## config.mk

```make
export PLATFORM = sky130hd
export DESIGN_NAME = seg7_scan_driver
export DESIGN_NICKNAME = d
export VERILOG_FILES = /design/src/rtl/seg7_scan_driver_pkg.sv /design/src/rtl/seg7_lzb.sv /design/src/rtl/seg7_scan_driver.sv
export SDC_FILE = /design/constraint.sdc
export NUM_CORES = 1
export LEC_CHECK = 0
export ABC_CLOCK_PERIOD_IN_PS = 5650
export CAP_MARGIN = 25
export CORE_AREA = 2 2 98 100
export CTS_CLUSTER_DIAMETER = 40
export CTS_CLUSTER_SIZE = 24
export DETAILED_ROUTE_END_ITERATION = 8
export DIE_AREA = 0 0 100 102
export PLACE_DENSITY_LB_ADDON = 0.1
export SYNTH_ARGS = -nofsm -noshare
export SYNTH_HDL_FRONTEND = slang
export SYNTH_HIERARCHICAL = 1
export SYNTH_SLANG_ARGS = --single-unit
export TNS_END_PERCENT = 1
```

## constraint.sdc

```tcl
create_clock -name clock -period 5.65 [get_ports clock]
set_input_delay 1.13 -clock clock [delete_from_list [all_inputs] [get_ports clock]]
set_output_delay 1.13 -clock clock [all_outputs]
set_load 0.02 [all_outputs]
```

## src/rtl/seg7_scan_driver_pkg.sv

```systemverilog
// Shared 7-segment definitions: segment bit positions and the hex font.
// The font is reused by the keypad debug/echo logic.
package seg7_scan_driver_pkg;

  localparam int SEG_A = 0;
  localparam int SEG_B = 1;
  localparam int SEG_C = 2;
  localparam int SEG_D = 3;
  localparam int SEG_E = 4;
  localparam int SEG_F = 5;
  localparam int SEG_G = 6;

  // Active-high glyphs, {g,f,e,d,c,b,a}, indexed by nibble value
  localparam logic [0:15][6:0] FONT = {
    7'h3F, 7'h06, 7'h5B, 7'h4F,
    7'h66, 7'h6D, 7'h7D, 7'h07,
    7'h7F, 7'h6F, 7'h77, 7'h7C,
    7'h39, 7'h5E, 7'h79, 7'h71
  };

  function automatic logic [6:0] hex_to_seg(input logic [3:0] nib);
    return FONT[nib];
  endfunction

endpackage

```

## src/rtl/seg7_lzb.sv

```systemverilog
// Leading-zero blank mask: digit i (i >= 1) blanks while it and every
// digit above it hold zero. Digit 0 always shows.
module seg7_lzb
  import seg7_scan_driver_pkg::*;
#(
  parameter int DIGITS = 4
) (
  input  logic [DIGITS-1:0][3:0] data,
  input  logic                   lz,
  output logic [DIGITS-1:0]      blank
);

  logic zero;

  always_comb begin
    blank = '0;
    zero  = 1'b1;
    for (int i = DIGITS - 1; i >= 1; i--) begin
      zero     = zero & (data[i] == 4'h0);
      blank[i] = lz & zero;
    end
  end

endmodule

```

## src/rtl/seg7_scan_driver.sv

```systemverilog
// Multiplexed 7-segment driver with frame-synchronous value update,
// leading-zero blanking and dead time between digit slots.
module seg7_scan_driver
  import seg7_scan_driver_pkg::*;
#(
  parameter int DIGITS         = 4,
  parameter int PRESCALE       = 1024,
  parameter int DEAD           = 16,
  parameter int SEG_ACTIVE_LOW = 1,
  parameter int DIG_ACTIVE_LOW = 1
) (
  input  logic                  clock,
  input  logic                  reset,
  input  logic                  load,
  input  logic [4*DIGITS-1:0]   data,
  input  logic [DIGITS-1:0]     dp_mask,
  input  logic                  blank_lz,
  output logic [6:0]            segments,
  output logic                  dp,
  output logic [DIGITS-1:0]     digits,
  output logic                  frame_start
);

  localparam int CW = (PRESCALE > 1) ? $clog2(PRESCALE) : 1;
  localparam int IW = $clog2(DIGITS);

  localparam logic [6:0] SEG_OFF =
    (SEG_ACTIVE_LOW != 0) ? 7'h7F : 7'h00;
  localparam logic DP_OFF = (SEG_ACTIVE_LOW != 0);
  localparam logic [DIGITS-1:0] DIG_OFF =
    (DIG_ACTIVE_LOW != 0) ? '1 : '0;

  typedef struct packed {
    logic [DIGITS-1:0][3:0] data;
    logic [DIGITS-1:0]      dpm;
    logic                   lz;
  } disp_t;

  disp_t           shadow;
  disp_t           act;
  logic            pending;
  logic [CW-1:0]   cnt;
  logic [IW-1:0]   idx;
  logic            wrap;
  logic            last;
  logic            xfer;
  logic            show;
  logic [DIGITS-1:0] blank;
  logic [6:0]      glyph;

  assign wrap = (cnt == CW'(PRESCALE - 1));
  assign last = (idx == IW'(DIGITS - 1));
  assign xfer = wrap & last;
  assign show = (cnt >= CW'(DEAD));

  seg7_lzb #(
    .DIGITS(DIGITS)
  ) u_lzb (
    .data  (act.data),
    .lz    (act.lz),
    .blank (blank)
  );

  assign glyph = blank[idx] ? 7'h00 : hex_to_seg(act.data[idx]);

  always_ff @(posedge clock) begin
    if (reset) begin
      cnt         <= '0;
      idx         <= '0;
      pending     <= 1'b0;
      shadow      <= '0;
      act         <= '0;
      frame_start <= 1'b0;
      digits      <= DIG_OFF;
      segments    <= SEG_OFF;
      dp          <= DP_OFF;
    end else begin
      cnt <= wrap ? '0 : cnt + 1'b1;
      if (wrap)
        idx <= last ? '0 : idx + 1'b1;
      frame_start <= xfer;
      // Copy only at the frame boundary so a frame never tears
      if (xfer && pending)
        act <= shadow;
      if (load) begin
        shadow  <= {data, dp_mask, blank_lz};
        pending <= 1'b1;
      end else if (xfer) begin
        pending <= 1'b0;
      end
      if (show) begin
        digits   <= DIG_OFF ^ (DIGITS'(1) << idx);
        segments <= SEG_OFF ^ glyph;
        dp       <= DP_OFF ^ act.dpm[idx];
      end else begin
        digits   <= DIG_OFF;
        segments <= SEG_OFF;
        dp       <= DP_OFF;
      end
    end
  end

endmodule

```

==> flow_summary_export.csv, run 1 <==
group,metric,value,unit
status,outcome,"finished clean",
power,comb_power_share,0.056,
cells_and_area,finish.instance_area,0.003740,mm^2
drt,wl_met2,2621,um
cells_and_area,drive_gt1_frac,0.09593,
sta,finClkSkew,9.953,ps
synth,yosys_warnings,6,
place,routabilityCongestion,0.7445,
sta,setup_viol,0,
global_route,grt_pass1_vias,2020,
die,placementRows,35,
clock_network,post-cts-setup-buffers,0,
power,p_sw,0.0002109,W
clock_network,clk_pin_slew_worst_paths,80,ps
sta,rsz0062_at_grt,"false",
synth,yosysSeqAreaShare,0.4340,
cells_and_area,multi_input_area,0.001629,mm^2
sta,hold_violations,0,
die,core_area,0.009109,mm^2
drt,met3_length,186,um
sta,timing.final.crit_share,0.4324,
power,ir_worst_vdd,0.1224,mV
drt,wl_per_cell,13.12,um
synth,synth_area,0.003137,mm^2
critical_path,required,5860,ps
clock_network,numClockSinks,68,
clock_network,clk_latency,330,ps
cells_and_area,num_antenna_cells,0,
synth,synth_ff_type,"dfxtp_1",
sta,max_slew_margin,0.5123,
power,swShare,0.2197,
global_route,gr-total-overflow,0,
global_route,grt_pass1_wl,9804,um
global_route,grt_max_degree,52,
cells_and_area,n_fill_cell,926,
cells_and_area,final_nets,375,
synth,synth_edf_count,0,
global_route,antenna_found_initial,0,
drt,ant_nets,0,
power,p_per_area,256.7,mW/mm^2
cells_and_area,layout_commonest_cell,"dfxtp_1",
place,dpl.hpwl,4114,um
power,clkPwrFrac,0.426,
power,p_leak,1.419,nW
critical_path,crit_type,"in -> reg",
power,power.internal,0.0007491,W
critical_path,startpoint_type,"input pin",
drt,wl,5970,um
synth,synth_area_per_cell,10.15,um^2
global_route,track_usage,0.1231,
synth,synth_nets,345,
place,port_buffers,36,
clock_network,cts_buffers,9,
synth,syn-instance-count,309,
sta,final_max_slew_viol_count,0,
clock_network,clock-root-buffer,"clkbuf_8",
sta,tns,0,ps
die,io_pins,37,
critical_path,crit_arrival,2650,ps
clock_network,cts_hold_buf,0,
drt,wl_met1,3111,um
cells_and_area,fin_cells,455,
synth,yosysUniqueCellTypes,44,
drt,via_per_inst,4.593,
drt,drc,0,
drt,first_iter_violations,55,
drt,vias,2090,
synth,synth-async-reset-ratio,0,
die,initial_core_util,0.3444,
cells_and_area,syn2layout_area_growth,19.23,%
clock_network,clock_tree.buffer_depth,2,
synth,ys_seq_elements,68,
synth,synth.area.top_cells,"dfxtp_1, mux2i_1, nand2b_1",
die,fp.dieW,100,um
worst_hold_path,min_path_cells,2,
worst_hold_path,min_path_type,"reg -> reg",
clock_network,htree_levels,3,
critical_path,crit_path_end_kind,"flip-flop",
cells_and_area,seqCellArea,0.001361,mm^2
place,place_inst,439,
drt,firstDrtPassIters,4,
die,dieArea,0.01020,mm^2
sta,tightest_slew,731.6,ps
run,cap_violations,0,
synth,synth_top_area_share,0.4340,
die,die-height,102,um
drt,top_layer,"met4",
critical_path,rr_worst_depth,5,
cells_and_area,most-common-layout-cells,"dfxtp_1, mux2i_1, nand2b_1, nor2_1, clkdlybuf4s50_1",
synth,yosysTopAreaCell,"dfxtp_1",
clock_network,cts_tree,"yes",
critical_path,crit_path_max_fanout,51,
sta,holdWs,468.2,ps
sta,fmax,409.4,MHz
power,seqPwrFrac,0.517,
place,placement.cell_area,0.003537,mm^2
sta,period_minus_slack,2443,ps
clock_network,cts_resized,0,
-- final cells by class --
class	instances	area share
Clock inverter	4	0.01271
Tap cell	111	0.03714
Inverter	8	0.008029
Multi-Input combinational cell	213	0.4356
Timing Repair Buffer	39	0.1010
Sequential cell	68	0.3640
Clock buffer	12	0.04149
-- synth_stat cells, drive strengths merged (3+ instances only) --
| master | n |
|---|---|
| a21oi | 5 |
| and3 | 3 |
| buf | 11 |
| clkbuf | 9 |
| dfxtp | 68 |
| ha | 12 |
| inv | 8 |
| mux2i | 43 |
| mux4 | 7 |
| nand2 | 14 |
| nand2b | 43 |
| nand3 | 6 |
| nand4 | 3 |
| nor2 | 35 |
| nor3 | 3 |
| o21ai | 4 |
| or2 | 3 |
| xnor2 | 3 |
| xor2 | 9 |
-- critical path: stages --
cell and delay (ps):
buf_2 340, buf_4 330, a21oi_1 370, and2b_1 320, o221ai_1 160
-- path summary, 6_finish.rpt --
| path | startpoint | endpoint | slack [ps] |
|---|---|---|---|
| setup / recovery | reset | segments[2]$_SDFF_PP1_ | 3210 |
| hold / removal | shadow[6]$_SDFFE_PP0P_ | act[6]$_SDFFE_PP0P_ | 470 |
| setup reg to reg | idx[0]$_SDFFE_PP0N_ | segments[4]$_SDFF_PP1_ | 3400 |
| hold reg to reg | shadow[6]$_SDFFE_PP0P_ | act[6]$_SDFFE_PP0P_ | 470 |
-- stage by stage --
step / utilization / worst slack [ps] / total power, W
6_report: 0.4106 / 3207 / 0.0009600
5_1_grt: 0.4106 / 3056 / 0.001002
4_1_cts: 0.4106 / 3167 / 0.0009758
3_5_place_dp: 0.3883 / 2837 / 0.0005627
3_3_place_gp: 0.3883 / 2927 / 0.0005618
2_1_floorplan: - / 3547 / 0.0005402
-- power groups by stage --
stage               registers, W  clock network (W)   logic, W
global route            0.000498           0.000445  0.0000591
finish                  0.000497           0.000409  0.0000541
detailed placement      0.000508                  0  0.0000547
floorplan               0.000506                  0  0.0000340
global placement        0.000508                  0  0.0000540
CTS                     0.000497           0.000424  0.0000551
-- cell families after synthesis --
| family | count (synthesis) | synth area share |
|---|---|---|
| mux | 51 | 0.1911 |
| compound gates | 16 | 0.03390 |
| xor+xnor | 12 | 0.03351 |
| fa+ha+maj | 12 | 0.04786 |
| other cells | 1 | 0.001196 |
| buf+inv | 28 | 0.04667 |
| flops | 68 | 0.4340 |
| simple gates | 121 | 0.2118 |
-- routing by layer --
layer  GRT usage  up-vias
met5           0        -
met4     0.04742        0
met3     0.03352        5
met2      0.1892       26
met1      0.1659      959
li1            -     1100
-- state kept, by name, summed over array words and instances (netlist names) --
name	count
digits	4
segments	7
frame_start	1
dp	1
pending	1
shadow	21
cnt	10
act	21
idx	2
No activity file was read; power rests on OpenSTA's default activity.
==> run 2: changes to the inputs <==
--- a/config.mk
+++ b/config.mk
@@ -5,7 +5,7 @@
 export SDC_FILE = /design/constraint.sdc
 export NUM_CORES = 1
 export LEC_CHECK = 0
-export ABC_CLOCK_PERIOD_IN_PS = 5650
+export ABC_CLOCK_PERIOD_IN_PS = 2300
 export CAP_MARGIN = 25
 export CORE_AREA = 2 2 98 100
 export CTS_CLUSTER_DIAMETER = 40
==> constraint.sdc (replaced) <==
create_clock -name clock -period 2.3 [get_ports clock]
set_input_delay 0.46 -clock clock [delete_from_list [all_inputs] [get_ports clock]]
set_output_delay 0.46 -clock clock [all_outputs]
set_load 0.02 [all_outputs]
==> run 2 against run 1 <==
  * Setup slack worse by 2800 ps
  * Highest routed layer unchanged
  * Critical path depth did not move
  * Cell count is 1.1% higher
  * Register-to-register slack got worse by 3000 ps
  * Utilization up 0.77 points
==> flow_summary_export.csv, run 2 (synthesis results as in run 1) <==
group,metric,value,unit
sta,hold_violations,0,
power,p_sw,0.0005376,W
critical_path,reg2reg_slack,380,ps
clock_network,clk_latency,340,ps
worst_hold_path,min_path_type,"reg -> reg",
clock_network,clk_pin_slew_worst_paths,80,ps
drt,ant_nets,0,
power,comb_power_share,0.056,
sta,rsz0062_at_grt,"false",
die,dieArea,0.01020,mm^2
critical_path,rr_worst_depth,5,
run,cap_violations,0,
sta,final_max_slew_viol_count,0,
global_route,track_usage,0.1230,
place,dpl.hpwl,4033,um
die,fp.dieW,100,um
power,ir_worst_vdd,0.3005,mV
die,initial_core_util,0.3444,
critical_path,crit_start,"idx[0]$_SDFFE_PP0N_",
sta,fin_ws,384.2,ps
clock_network,cts_resized,0,
critical_path,startpoint_type,"flip-flop",
critical_path,crit_type,"reg -> reg",
clock_network,cts_buffers,9,
drt,via_per_inst,4.576,
worst_hold_path,hold_end,"act[12]$_SDFFE_PP0P_",
sta,timing.final.crit_share,0.8329,
critical_path,crit_path_max_fanout,15,
clock_network,cts_hold_buf,0,
place,routabilityCongestion,0.7585,
global_route,grt_pass1_vias,2055,
critical_path,r2r_end,"segments[4]$_SDFF_PP1_",
clock_network,cts_tree,"yes",
power,p_per_area,625.7,mW/mm^2
cells_and_area,syn2layout_area_growth,21.46,%
cells_and_area,reg_top3,"act x21, shadow x21, cnt x10",
sta,setup_viol,0,
cells_and_area,num_antenna_cells,0,
drt,drc,0,
clock_network,numClockSinks,68,
drt,wl,5806,um
clock_network,post-cts-setup-buffers,0,
power,power.internal,0.001846,W
global_route,gr-total-overflow,0,
cells_and_area,most-common-layout-cells,"dfxtp_1, mux2i_1, nand2b_1, nor2_1, clkdlybuf4s50_1",
global_route,antenna_found_initial,0,
critical_path,required,2520,ps
clock_network,clock-root-buffer,"clkbuf_8",
status,outcome,"finished clean",
sta,tns,0,ps
cells_and_area,drive_gt1_frac,0.1117,
die,core_area,0.009109,mm^2
drt,firstDrtPassIters,4,
drt,wl_per_cell,12.62,um
die,placementRows,35,
worst_hold_path,min_path_cells,2,
cells_and_area,layout_commonest_cell,"dfxtp_1",
drt,vias,2105,
clock_network,htree_levels,3,
place,dpl_worst_slack,388.8,ps
power,clkPwrFrac,0.432,
die,io_pins,37,
sta,fmax,522.0,MHz
worst_hold_path,hp-start,"shadow[12]$_SDFFE_PP0P_",
global_route,grt_pass1_wl,9825,um
die,die-height,102,um
power,swShare,0.2255,
power,seqPwrFrac,0.512,
cells_and_area,final_nets,380,
power,p_leak,1.453,nW
drt,first_iter_violations,59,
critical_path,crit_path_end_kind,"flip-flop",
place,port_buffers,36,
sta,period_minus_slack,1916,ps
clock_network,clock_tree.buffer_depth,2,
critical_path,crit_arrival,2140,ps
global_route,grt_max_degree,72,
critical_path,r2r_start,"idx[0]$_SDFFE_PP0N_",
sta,finClkSkew,5.335,ps
## run 2: cell types whose count changed in the layout (fill, tap and decap cells not counted)
cell,before,now
buf_12,0,2
clkinv_2,2,1
inv_6,0,1
buf_4,3,6
clkinvlp_4,1,2
clkbuf_1,1,0
## run 2: how the worst max path moves through the flow
stage                                         to  slack (ps)
after floorplan           segments[4]$_SDFF_PP1_         430
after global placement    segments[4]$_SDFF_PP1_         400
after detailed placement  segments[4]$_SDFF_PP1_         390
after CTS                 segments[4]$_SDFF_PP1_         380
after global routing      segments[4]$_SDFF_PP1_         240
final                     segments[4]$_SDFF_PP1_         380
## run 2: cell type report
type	count	area (um^2)
repair buffers	44	440.4
clock buffers	11	151.4
multi-input cells	213	1629
well taps	111	138.9
inverters	8	30.03
clock inverters	5	58.81
fillers	910	5299
flip-flops and latches	68	1361
## run 2: per-stage QoR
| step | util | power (W) | instances | cell area (um^2) | hold slack, ps |
|---|---|---|---|---|---|
| 2_1_floorplan | - | 0.001327 | 309 | 3137 | 437.7 |
| 3_3_place_gp | 0.3952 | 0.001382 | 444 | 3600 | 460.6 |
| 3_5_place_dp | 0.3952 | 0.001385 | 444 | 3600 | 462.7 |
| 4_1_cts | 0.4183 | 0.002427 | 460 | 3810 | 476.1 |
| 5_1_grt | 0.4183 | 0.002483 | 460 | 3810 | 505.9 |
| 6_report | 0.4183 | 0.002384 | 460 | 3810 | 470.2 |
## run 2: worst max-delay path, stage by stage (launching register included)
cell and delay, ps:
dfxtp_1 400, buf_4 220, mux4_2 660, mux2_1 350
o21ai_1 110, nand2_1 60
## run 2: routing by layer
metal  up-vias  track usage  part of all wire
met5         -            0                 0
met4         0      0.06639             0.019
met3         8      0.02394             0.028
met2        30       0.1850              0.43
met1       965       0.1675              0.53
li1       1102            -                 -
## run 2: power by group through the flow
stage	registers, W	clock network, W	logic (W)
CTS	0.00122	0.00107	0.000137
floorplan	0.00124	0	0.0000836
global placement	0.00125	0	0.000135
detailed placement	0.00125	0	0.000137
global route	0.00122	0.00111	0.000150
finish	0.00122	0.00103	0.000134
